## src/rtl/controlador_restador_if.sv

```systemverilog
// Requester-side bundle for the shared subtractor: two request/grant channels
// with per-requester operands and buffered result handshakes.
interface controlador_restador_if;
    logic       req0, req1;
    logic [3:0] a0, b0, a1, b1;
    logic       gnt0, gnt1;
    logic       rsp_valid0, rsp_valid1;
    logic       rsp_ready0, rsp_ready1;
    logic [3:0] y0, y1;
    logic [3:0] flags0, flags1;

    modport master (
        output req0, req1, a0, b0, a1, b1, rsp_ready0, rsp_ready1,
        input  gnt0, gnt1, rsp_valid0, rsp_valid1, y0, y1, flags0, flags1
    );

    modport slave (
        input  req0, req1, a0, b0, a1, b1, rsp_ready0, rsp_ready1,
        output gnt0, gnt1, rsp_valid0, rsp_valid1, y0, y1, flags0, flags1
    );
endinterface

```

## src/rtl/controlador_restador.sv

```systemverilog
// Two-requester round-robin arbiter around one 4-bit subtractor (A - B) with
// a per-requester result buffer carrying Y and {N,Z,C,V}.
module controlador_restador (
    input  logic                   clk,
    input  logic                   rst_n,
    controlador_restador_if.slave  bus,
    output logic                   busy,
    output logic [7:0]             op_count
);
    typedef enum logic {IDLE = 1'b0, EXEC = 1'b1} state_t;

    state_t     state;
    logic       last1;      // 1: requester 1 was granted most recently
    logic       owner;
    logic [3:0] lat_a, lat_b;
    logic       rv0, rv1;
    logic [3:0] y0_q, y1_q, f0_q, f1_q;

    logic       elig0, elig1, pick0, pick1;
    logic [4:0] sum;
    logic [3:0] diff;
    logic [3:0] flags;

    // A buffer whose result is being consumed this edge can accept a new grant.
    assign elig0 = bus.req0 & (~rv0 | bus.rsp_ready0);
    assign elig1 = bus.req1 & (~rv1 | bus.rsp_ready1);
    assign pick1 = (state == IDLE) & elig1 & (~elig0 | ~last1);
    assign pick0 = (state == IDLE) & elig0 & ~pick1;

    // Grant is decided in the same cycle as eligibility, so it is gated by reset.
    assign bus.gnt0 = rst_n & pick0;
    assign bus.gnt1 = rst_n & pick1;

    assign sum  = {1'b0, lat_a} + {1'b0, ~lat_b} + 5'd1;
    assign diff = sum[3:0];
    assign flags = {diff[3],
                    (diff == 4'd0),
                    ~sum[4],
                    (lat_a[3] & ~lat_b[3] & ~diff[3]) | (~lat_a[3] & lat_b[3] & diff[3])};

    assign busy           = (state == EXEC);
    assign bus.rsp_valid0 = rv0;
    assign bus.rsp_valid1 = rv1;
    assign bus.y0         = y0_q;
    assign bus.y1         = y1_q;
    assign bus.flags0     = f0_q;
    assign bus.flags1     = f1_q;

    always_ff @(posedge clk or negedge rst_n) begin
        if (!rst_n) begin
            state    <= IDLE;
            last1    <= 1'b1;
            owner    <= 1'b0;
            lat_a    <= '0;
            lat_b    <= '0;
            rv0      <= 1'b0;
            rv1      <= 1'b0;
            y0_q     <= '0;
            y1_q     <= '0;
            f0_q     <= '0;
            f1_q     <= '0;
            op_count <= '0;
        end else begin
            if (rv0 && bus.rsp_ready0) rv0 <= 1'b0;
            if (rv1 && bus.rsp_ready1) rv1 <= 1'b0;

            case (state)
                IDLE: begin
                    if (pick0 || pick1) begin
                        lat_a <= pick1 ? bus.a1 : bus.a0;
                        lat_b <= pick1 ? bus.b1 : bus.b0;
                        owner <= pick1;
                        last1 <= pick1;
                        state <= EXEC;
                    end
                end
                EXEC: begin
                    // NOTE: with non-blocking assignments the later write in this
                    // block wins, so a result write overrides a same-edge consume.
                    if (owner) begin
                        y1_q <= diff;
                        f1_q <= flags;
                        rv1  <= 1'b1;
                    end else begin
                        y0_q <= diff;
                        f0_q <= flags;
                        rv0  <= 1'b1;
                    end
                    op_count <= op_count + 8'd1;
                    state    <= IDLE;
                end
                default: state <= IDLE;
            endcase
        end
    end
endmodule

```

## src/flat_wrapper.sv

```systemverilog
// flat-port wrapper written by rule: the top's interface ports become plain ports
module controlador_restador_flat 
  (clk, rst_n, busy, op_count, bus_req0, bus_req1, bus_a0, bus_b0, bus_a1, bus_b1, bus_rsp_ready0, bus_rsp_ready1, bus_gnt0, bus_gnt1, bus_rsp_valid0, bus_rsp_valid1, bus_y0, bus_y1, bus_flags0, bus_flags1);
  controlador_restador_if bus_i ();
  input  logic clk;
  input  logic rst_n;
  output logic busy;
  output logic [7:0] op_count;
  input wire logic [$bits(bus_i.req0)-1:0] bus_req0;
  input wire logic [$bits(bus_i.req1)-1:0] bus_req1;
  input wire logic [$bits(bus_i.a0)-1:0] bus_a0;
  input wire logic [$bits(bus_i.b0)-1:0] bus_b0;
  input wire logic [$bits(bus_i.a1)-1:0] bus_a1;
  input wire logic [$bits(bus_i.b1)-1:0] bus_b1;
  input wire logic [$bits(bus_i.rsp_ready0)-1:0] bus_rsp_ready0;
  input wire logic [$bits(bus_i.rsp_ready1)-1:0] bus_rsp_ready1;
  output wire logic [$bits(bus_i.gnt0)-1:0] bus_gnt0;
  output wire logic [$bits(bus_i.gnt1)-1:0] bus_gnt1;
  output wire logic [$bits(bus_i.rsp_valid0)-1:0] bus_rsp_valid0;
  output wire logic [$bits(bus_i.rsp_valid1)-1:0] bus_rsp_valid1;
  output wire logic [$bits(bus_i.y0)-1:0] bus_y0;
  output wire logic [$bits(bus_i.y1)-1:0] bus_y1;
  output wire logic [$bits(bus_i.flags0)-1:0] bus_flags0;
  output wire logic [$bits(bus_i.flags1)-1:0] bus_flags1;
  assign bus_i.req0 = bus_req0;
  assign bus_i.req1 = bus_req1;
  assign bus_i.a0 = bus_a0;
  assign bus_i.b0 = bus_b0;
  assign bus_i.a1 = bus_a1;
  assign bus_i.b1 = bus_b1;
  assign bus_i.rsp_ready0 = bus_rsp_ready0;
  assign bus_i.rsp_ready1 = bus_rsp_ready1;
  assign bus_gnt0 = bus_i.gnt0;
  assign bus_gnt1 = bus_i.gnt1;
  assign bus_rsp_valid0 = bus_i.rsp_valid0;
  assign bus_rsp_valid1 = bus_i.rsp_valid1;
  assign bus_y0 = bus_i.y0;
  assign bus_y1 = bus_i.y1;
  assign bus_flags0 = bus_i.flags0;
  assign bus_flags1 = bus_i.flags1;
  controlador_restador u_core (.clk(clk), .rst_n(rst_n), .bus(bus_i), .busy(busy), .op_count(op_count));
endmodule
```

## config.mk

```make
export PLATFORM = sky130hd
export DESIGN_NAME = controlador_restador_flat
export DESIGN_NICKNAME = d
export VERILOG_FILES = /design/src/rtl/controlador_restador_if.sv /design/src/rtl/controlador_restador.sv /design/src/flat_wrapper.sv
export SDC_FILE = /design/constraint.sdc
export NUM_CORES = 1
export LEC_CHECK = 0
export CAP_MARGIN = 20
export CELL_PAD_IN_SITES_DETAIL_PLACEMENT = 0
export CELL_PAD_IN_SITES_GLOBAL_PLACEMENT = 1
export CORE_AREA = 2 2 72 88
export CTS_CLUSTER_DIAMETER = 80
export DETAILED_ROUTE_END_ITERATION = 7
export DIE_AREA = 0 0 74 90
export MAX_ROUTING_LAYER = met4
export PLACE_DENSITY = 0.71
export REMOVE_ABC_BUFFERS = 1
export SYNTH_ARGS = -nofsm -noshare
export SYNTH_HDL_FRONTEND = slang
export SYNTH_SLANG_ARGS = --single-unit
export TNS_END_PERCENT = 100
```

## constraint.sdc

```tcl
create_clock -name clk -period 4.8 [get_ports clk]
set_input_delay 0.96 -clock clk [delete_from_list [all_inputs] [get_ports clk]]
set_output_delay 0.96 -clock clk [all_outputs]
set_load 0.05 [all_outputs]
```

After elaboration in Yosys (flattened, before gate mapping)
Index checks and enable logic that the tools add are counted.
- register bits: 37
- bits of input ports: 22
- output and inout bits: 29
- word-level logic and storage cells: 60
- $add $sub $neg: 3
- muxes and demuxes: 10
- bitwise logic cells: 28
- reduce and logical (&&, ||, !) cells: 7
- operators by type and width (kind ; number):
    AND 1 bit ; 12
    inverter 1 bit ; 11
    adder 8 x 1 -> 8 bit (second input constant) ; 1
    two-way mux 4 bit ; 2
    two-way mux 1 bit ; 7
    AND reduction 2 bit ; 3
    adder 4 x 4 -> 5 bit ; 1
    adder 5 x 1 -> 5 bit (second input constant) ; 1
    zero test 4 bit ; 1
    inverter 4 bit ; 1
    bitwise OR 1 bit ; 4
    logical AND 1 bit ; 2
    case mux 1 bit (2 select lines) ; 1
    logical OR 1 bit ; 1

Depth between registers and ports, before layout
Gate-level depths: netlist (run 1).
- depth after elaboration: 11
- gate-level depth with buffers: 8
- depth with buffers taken out: 8

Worst setup path after synthesis (run 1)
Ideal clock, no wire load.
- kind: in2out
- start point: input bus_req0
- end point: output bus_gnt0
- data arrival time: 2.983 ns
- data required time: 3.840 ns
- path slack: 0.857 ns
- stages: 3
- buffers on the path: 0
- path through: inv_1 > o311ai_1 > nor4b_1
- word-level cells in the longest chain between the ends: 7
- elaborated cells between the ends (all ways): 8
- those cells by class: bitwise (8)
- ends and longest elaborated chain (what ; RTL line ; text):
    from (decl) ; flat_wrapper.sv:9 ; input wire logic [$bits(bus_i.req0)-1:0] bus_req0;
    AND 1 bit * ; controlador_restador.sv:25 ; assign elig0 = bus.req0 & (~rv0 | bus.rsp_ready0);
    inverter 1 bit ; controlador_restador.sv:27 ; assign pick1 = (state == IDLE) & elig1 & (~elig0 | ~last1);
    bitwise OR 1 bit ; controlador_restador.sv:27 ;
    AND 1 bit ; controlador_restador.sv:27 ;
    inverter 1 bit ; controlador_restador.sv:28 ; assign pick0 = (state == IDLE) & elig0 & ~pick1;
    AND 1 bit * ; controlador_restador.sv:28 ;
    AND 1 bit * ; controlador_restador.sv:31 ; assign bus.gnt0 = rst_n & pick0;
    to (decl) ; flat_wrapper.sv:17 ; output wire logic [$bits(bus_i.gnt0)-1:0] bus_gnt0;
Every way passes the cells marked *; elsewhere a longest branch is shown, timed or not.

Worst setup path after layout (run 1)
Ends and elaborated chain as after synthesis.

==> results of run 1 <==
state kept, by name, indices dropped and copies added (netlist names):
name                   count
u_core.bus.y0              3
u_core.last1               1
u_core.busy                1
u_core.bus.rsp_valid1      1
u_core.op_count            8
u_core.bus.flags0          4
u_core.lat_a               4
u_core.owner               1
u_core.bus.rsp_valid0      1
u_core.lat_b               4
u_core.bus.y1              3
u_core.bus.flags1          4
layout make-up:
cell class	count	area [um2]	share of cell area, %
Inverter	19	71.32	3.089
Multi-Input combinational cell	98	650.6	28.18
Sequential cell	35	877.1	37.99
Clock buffer	5	68.82	2.981
Clock inverter	3	15.01	0.6504
Tap cell	82	102.6	4.444
Timing Repair Buffer	52	523.0	22.66
layer usage:
| metal | share of wire (%) | track usage [%] | vias up |
|---|---|---|---|
| met5 | 0 | - | - |
| li1 | - | - | 633 |
| met1 | 47 | 16.52 | 585 |
| met4 | 1.5 | 5.909 | 0 |
| met2 | 48 | 18.53 | 31 |
| met3 | 4.0 | 2.578 | 4 |
cell families (layout without fill, tap and decap cells):
logic type | Yosys count | in the layout
multiplexers | 3 | 3
AND/OR/NAND/NOR | 42 | 42
XOR/XNOR | 9 | 9
buffers and inverters | 26 | 79
flip-flops | 35 | 35
AO/OA/AOI/OAI | 37 | 37
adder cells (fa/ha/maj) | 7 | 7
power groups by stage:
stage | registers, mW | clock network (mW) | logic [mW]
after floorplan | 0.890 | 0 | 0.425
after global placement | 0.548 | 0 | 1.12
after detailed placement | 0.554 | 0 | 1.13
after CTS | 0.548 | 0.212 | 1.13
after global routing | 0.572 | 0.223 | 1.21
final | 0.547 | 0.204 | 1.12
how the worst max path moves through the flow:
| stage | cells past startpoint | end |
|---|---|---|
| after floorplan | 3 | bus_gnt0 |
| after global placement | 6 | bus_gnt0 |
| after detailed placement | 6 | bus_gnt0 |
| after CTS | 6 | bus_gnt0 |
| after global routing | 6 | bus_gnt0 |
| final | 6 | bus_gnt0 |
cell usage after synthesis:
master    instances  area share [%]
ha_1              6             4.6
xor2_1            4             2.1
inv_1            19             4.4
xnor2_1           5             2.7
nand2b_1          3             1.1
a21bo_2           1            0.61
nand3_1           1            0.31
o41ai_1           2             1.1
a21o_2            2             1.1
o21ai_1           1            0.31
or3_4             1            0.69
nand4_1           3             1.1
buf_4             2            0.92
dfstp_2           1             1.6
a32o_1            1            0.61
mux2_2            3             2.1
a311oi_2          1            0.92
dfrtp_1          34              52
nor2b_1           2            0.77
fa_1              1             1.2
o22ai_1           8             3.1
o311ai_1          1            0.54
and3_1            1            0.38
nor4b_1           1            0.54
o21ai_0           8             2.5
nand2_1          23             5.3
clkbuf_1          5             1.1
nor2_1            5             1.1
a21oi_1          10             3.1
a31oi_1           1            0.38
a41oi_1           1            0.54
and2_4            1            0.54
and3b_1           1            0.54
through the flow:
step	cell area (um2)	utilization, %	std cells
2_1_floorplan	1599	-	152
3_3_place_gp	2225	37.98	286
3_5_place_dp	2225	37.98	286
4_1_cts	2308	39.41	294
5_1_grt	2308	39.41	294
6_report	2308	39.41	294
worst max-delay path: stages:
cell             delay (ps)
clkdlybuf4s50_1         500
inv_1                    50
o311ai_1                290
buf_4                   230
nor4b_1                 470
buf_12                  210
==> run metrics, run 1 <==
status finished clean; Cell Int Power 0.9543 mW; hold path depth 1; Die H 90 um; routability cong. 0.8065; Simple-Gate Fraction of Synth Area 12.49%; H-tree levels 2; die width 74 um; RR Endpoint u_core.bus.flags0[2]; Port Buf Inserts 50; CP Launch Type primary input; Antenna Nets Post-Route 0; Wirelength per Cell 12.32 um; cts hold-fix bufs 0; Switching Fraction 48.87%; Critical Path AT 2710 ps; Total Wirelength 3623 um; die area 6660 um2; Synth Cell Area 1633 um2; Area growth, synth to finish 41.38%; worst setup path startpoint bus_req0; Worst Slack Setup Final 1125 ps; core area 5857 um2; Leakage 1.045 nW; Filler Cell Count 602; proportion of layout cells with a drive suffix above 1 10.38%; WS Path Type primary input to output pin; Post-Synth Adder-Cell Area 5.824%; Crit. End Element output pin; Max Cap Viol 0; TritonCTS clock tree done; clock share of power 10.9%; via count 1253; drt pass-1 iters 4; total gr overflow 0; post-synthesis cell count 159; HPWL Detailed 2771 um; commonest non-fill, non-tap cell in the layout clkdlybuf4s50_1; Total GRT Usage 12.63%; Placement Setup Slack 1137 ps; Synth Register Bits 35; Sink Count 35; Slew Limit Fails 0; Psw 0.9120 mW; mux cell area share after synthesis 2.069%; combinational power share 59.8%; most frequent cells in the layout clkdlybuf4s50_1 (48), dfrtp_1 (34), nand2_1 (23), inv_1 (19), a21oi_1 (10); Worst Tran Pin Value 726.1 ps; Post-Synth XOR/XNOR Area 4.828%; pwr dens 808.5 nW/um2; post-cts sizing count 0; largest family of logic cells by synthesized area compound AO/OA/AOI/OAI gates; FP Rows 31; Pwr Total 1.866 mW; initial antenna violation count 0; Worst Hold Launch u_core.op_count[7]; Synth Area in Compound Gates 14.64%; Iter 0 DRT Violations 78; setup TNS 0 ps; worst hold-check path type flip-flop to flip-flop; IR drop worst, VDD 0.2529 mV; Yosys cell types 33; Clk Latency, worst-skew pair 290 ps; antenna cells 0; global-route wire length before repair 6313 um; setup repair bufs after CTS 0; vias per inst 4.262; sequential fraction of the synthesis area 53.72%; RSZ-0062 raised after global routing no; Register-to-Register Path Depth 6; largest net degree at the start of global routing 36; fmax 272.1 MHz; R2R Path Start u_core.lat_b[2]; crit path time final 3675 ps; Nets 240; Clock Path Buffers 2; Initial Util 27.88%; syn avg cell area 10.27 um2; DRC violations left 0; CP Data Required Time 3840 ps; hold_ws 474.5 ps; R2R Setup Slk 2830 ps; Clock transition at path regs 80 ps; # IOs 51; Hold EP u_core.op_count[7]; vias in the first global route 1298; clk root buf clkbuf_8; Final Hold Viols 0; period utilisation layout 76.56%; Setup Viol. Count Final 0; Flop pwr share 29.3%; Worst Skew 9.145 ps; Inserted Clock Buffers 5; warning count from the yosys run 0; Slew HR 51.59%; CP max FO 12
Note: power is estimated with default switching activity, not from simulation.
==> run 2: changes to the inputs <==
Settings changed: PLACE_DENSITY 0.71 to 0.74.
Clock period 4.8 ns to 3.2 ns, I/O delays scaled along.
==> run 2 against run 1 <==
Effect of this change:
- via count is 0.32% higher
- largest cell class unchanged
- highest routed layer unchanged
- register-to-register slack worse by 1700 ps
- global-route usage is 0.12 points lower
- final cell count stayed put
- critical endpoint unchanged
- clock power is 100% higher
- largest power group unchanged
- final area is 2.0% higher
- flip-flop and latch count stayed put
==> run metrics, run 2 (same netlist as run 1, synthesis figures left out) <==
status finished clean; CP top delay family buffers and inverters; Placement Setup Slack 334.1 ps; initial antenna violation count 0; TritonCTS clock tree done; FP Rows 31; Inserted Clock Buffers 5; Max Cap Viol 0; routability cong. 0.8479; Iter 0 DRT Violations 65; Nets 240; CP max FO 3; Worst Skew 8.461 ps; core area 5857 um2; Finished Layout Cells 294; WS Path Type primary input to output pin; Hold EP u_core.op_count[7]; Clock Path Buffers 2; CP Data Required Time 2560 ps; CP Launch Type primary input; crit path time final 2870 ps; Final Hold Viols 0; vias per inst 4.276; proportion of layout cells with a drive suffix above 1 10.38%; CP Cell Sequence clkdlybuf4s50_1, inv_1, o311ai_1, nor4b_1, buf_12; Leakage 1.061 nW; HPWL Detailed 2730 um; Total GRT Usage 12.51%; Sink Count 35; R2R Setup Slk 1180 ps; area of the multi-input gates 650.6 um2; clk root buf clkbuf_8; hold path depth 1; IR drop worst, VDD 0.2808 mV; die area 6660 um2; Worst path max stage delay 510 ps; Largest register FFs 8; die width 74 um; Clk Latency, worst-skew pair 280 ps; Total Wirelength 3560 um; R2R Path Start u_core.lat_b[2]; Biggest register u_core.op_count; vias in the first global route 1312; Worst Hold Launch u_core.op_count[7]; Clock transition at path regs 70 ps; period utilisation layout 89.69%; Register-to-Register Path Depth 6; antenna cells 0; global-route wire length before repair 6279 um; post-cts sizing count 0; Worst path slowest cell clkdlybuf4s50_1; Wirelength per Cell 12.11 um; DRC violations left 0; drt pass-1 iters 4; setup TNS 0 ps; Slew Limit Fails 0; Antenna Nets Post-Route 0; RSZ-0062 raised after global routing no; pwr dens 1231 nW/um2; via count 1257; Area growth, synth to finish 44.21%; Setup Viol. Count Final 0; Filler Cell Count 603; worst hold-check path type flip-flop to flip-flop; Slew HR 55.13%; setup repair bufs after CTS 0; crit path buf inv count 3; RR Endpoint u_core.bus.flags0[2]; most frequent cells in the layout clkdlybuf4s50_1 (48), dfrtp_1 (34), nand2_1 (23), inv_1 (19), a21oi_1 (10); Port Buf Inserts 50; commonest non-fill, non-tap cell in the layout clkdlybuf4s50_1; H-tree levels 2; Final Core Density 40.21%; Worst Tran Pin Value 673.0 ps; cts hold-fix bufs 0; # IOs 51; Worst Slack Setup Final 329.8 ps; Crit. End Element output pin; Post-Place Cells 286; Initial Util 27.88%; register area 877.1 um2; largest net degree at the start of global routing 36; fmax 348.4 MHz; total gr overflow 0; hold_ws 474.9 ps; Critical Path AT 2230 ps; Die H 90 um
run 2: worst max path at each step:
stage,depth (start not counted),startpoint,slack (ps),end
6_report,5,bus_req0,330,bus_gnt0
5_1_grt,5,bus_req0,220,bus_gnt0
4_1_cts,5,bus_req0,320,bus_gnt0
3_5_place_dp,5,bus_req0,330,bus_gnt0
3_3_place_gp,5,bus_req0,350,bus_gnt0
2_1_floorplan,3,u_core.bus.rsp_valid0,-640,bus_gnt0
run 2: cell type report:
cell class / instances / area share [%]
clock buffer: 6 / 3.507
multi-input combinational: 98 / 27.63
sequential: 35 / 37.25
tap: 82 / 4.357
timing repair buffer: 52 / 22.74
clock inverter: 2 / 1.488
inverter: 19 / 3.029
run 2: layer usage:
layer  track usage [%]  share of wire [%]  vias to the layer above
li1                  -                  -                      641
met5                 -                  0                        -
met1             15.38                 44                      583
met2             19.64                 50                       28
met4             5.455                2.2                        0
met3             2.466                3.4                        5
run 2: worst register-to-register path, stage by stage, from the launching register on:
cell and delay (ps):
dfrtp_1 360, inv_1 50, ha_1 370, and3b_1 220, or3_4 380, and2_4 170, o41ai_1 350
run 2: stage by stage:
stage | cell area [um2] | power, mW
floorplan | 1599 | 1.973
global placement | 2237 | 2.503
detailed placement | 2237 | 2.524
CTS | 2355 | 2.939
global route | 2355 | 3.116
finish | 2355 | 2.899
run 2: where the power goes:
group / switching (mW) / leakage (nW) / internal [mW]
clock: 0.156 / 0.0612 / 0.252
combinational: 1.04 / 0.580 / 0.634
sequential: 0.164 / 0.420 / 0.654
total: 1.36 / 1.06 / 1.54
==> RTL change: new RTL, config.mk and constraints of run 2 <==
Reset style: synchronous (`rst_n`), changed in one clocked block.
--- a/src/rtl/controlador_restador.sv
+++ b/src/rtl/controlador_restador.sv
@@ -48,3 +48,3 @@
 
-    always_ff @(posedge clk or negedge rst_n) begin
+    always_ff @(posedge clk) begin
         if (!rst_n) begin
Behaviour: differs if rst_n is asserted again (counterexample within 4 cycles, from zero or initial values and one cycle with rst_n low); with rst_n held inactive, the same outputs for 10 cycles.
==> RTL change against run 2 <==
Sequential cell count stayed put. Critical path depth did not move. Worst setup slack gained 0.33 ns. Via count grew 9.4%. Wire length decreased by 0.79%. Global-route usage down 0.31 points. First-iteration DRC count is 29% lower. Final area fell by 0.85%. Synthesized cell count increased by 8.8%. Synthesized area is 1.5% higher.
Power is not compared: it rests on default switching activity, and its combinational part moved more than twofold at a synthesized area within 25%.
==> RTL change: results (changes against run 2) <==
run_status:
  status: "completed"
sta:
  worstMarginPinSlew_ns: 0.606  # -0.0671 ns
  whs_ns: 0.471  # -0.00429 ns
  fin_skew_ns: 0.00386  # -0.00460 ns
setup_path:
  r2r_start: "u_core.lat_a[0]"
  arrival_ns: 1.90  # -0.33 ns
  r2r-end: "u_core.bus.flags0[2]"
  r2r_slack_ns: 1.41  # +0.23 ns
yosys:
  synth_adder_area_share: 0.0574  # -0.000836
  yosysSeqAreaShare: 0.423  # -0.114
  synth.area.top_cells: "dfxtp_1 42%, mux2i_1 5.4%, ha_1 4.5%"
  synthFlopType: "dfxtp_1"
  synth_commonest_cells: "35 x dfxtp_1, 19 x nor2_1, 10 x inv_1, 10 x nand2_1, 9 x mux2i_1"
  synth_xor_area_frac: 0.0423  # -0.00598
  synth-compound-area-share: 0.166  # +0.0198
  yosys.cell_types.count: 42  # +27%
  async_reset_ff_frac: 0  # -1.00
  synth.avg_cell_area_um2: 9.58  # -6.8%
  muxShareOfSynthArea: 0.0544  # +0.0337
cells_and_area:
  fin_cells: 308  # +4.8%
  nNetsFinal: 254  # +5.8%
  drive_above_1_share: 0.111  # +0.00685
  largest_register_ff_count: 8  # unchanged
  fillers: 608  # +0.83%
routing:
  wl_per_cell_um: 11.5  # -5.3%
  vias_per_cell: 4.46  # +4.4%
  first_pass_iters: 4  # unchanged
  drt-initial-drc-count: 46  # -29%
clock_tree:
  cts_resized: 0  # unchanged
  clk_path_buf_depth: 2  # unchanged
  root_buffer: "clkbuf_8"
global_route:
  antenna_found_initial: 0  # unchanged
  grt_usage: 0.122  # -0.00314
  grt_pass1_wl_mm: 6.15  # -2.0%
  grt_pass1_vias: 1300  # -0.91%
  grt_max_degree: 21  # -42%
place:
  place_inst: 300  # +4.9%
  dpl.hpwl_mm: 2.73  # +0.13%
  pre_cts_slack_ns: 0.631  # +0.297 ns
  gp_congestion: 0.740  # -13%
hold_path:
  holdPathStages: 1  # unchanged
  worstHoldEndpoint: "u_core.lat_b[2]"
  hp-class: "reg -> reg"
  holdCritStartpoint: "u_core.lat_b[2]"
## RTL change: cell types whose count changed after synthesis, moves of 9 or more
cell	before	now
inv_1	19	10
dfxtp_1	0	35
nand2_1	23	10
nor2_1	5	19
dfrtp_1	34	0
mux2i_1	0	9
## RTL change: final cells by class
| type | instances | area, um^2 | area share |
|---|---|---|---|
| Multi-Input combinational cell | 120 | 867 | 0.371 |
| Sequential cell | 35 | 701 | 0.300 |
| Timing Repair Buffer | 53 | 543 | 0.233 |
| Tap cell | 82 | 103 | 0.0439 |
| Clock buffer | 5 | 68.8 | 0.0295 |
| Inverter | 10 | 37.5 | 0.0161 |
| Clock inverter | 3 | 15.0 | 0.00643 |
## RTL change: how the worst max path moves through the flow
| stage | startpoint | to | slack [ns] | cells after the start |
|---|---|---|---|---|
| 2_1_floorplan | u_core.bus.rsp_valid0 | bus_gnt1 | 0.34 | 3 |
| 3_3_place_gp | bus_rsp_ready0 | bus_gnt1 | 0.63 | 5 |
| 3_5_place_dp | bus_rsp_ready0 | bus_gnt0 | 0.63 | 5 |
| 4_1_cts | bus_rsp_ready0 | bus_gnt0 | 0.64 | 5 |
| 5_1_grt | bus_rsp_ready0 | bus_gnt1 | 0.55 | 5 |
| 6_report | bus_rsp_ready0 | bus_gnt0 | 0.66 | 5 |
## RTL change: routing by layer
layer / wire length [um] / vias up / global-route usage
li1: - / 706 / -
met1: 1600 / 628 / 0.148
met2: 1710 / 39 / 0.188
met3: 196 / 2 / 0.0404
met4: 24 / 0 / 0.0409
met5: 0 / - / -
## RTL change: through the flow
| stage | instance area [um^2] | utilization |
|---|---|---|
| floorplan | 1610 | - |
| global placement | 2250 | 0.384 |
| CTS | 2330 | 0.399 |
| finish | 2330 | 0.399 |
| detailed placement | 2250 | 0.384 |
| global route | 2330 | 0.399 |
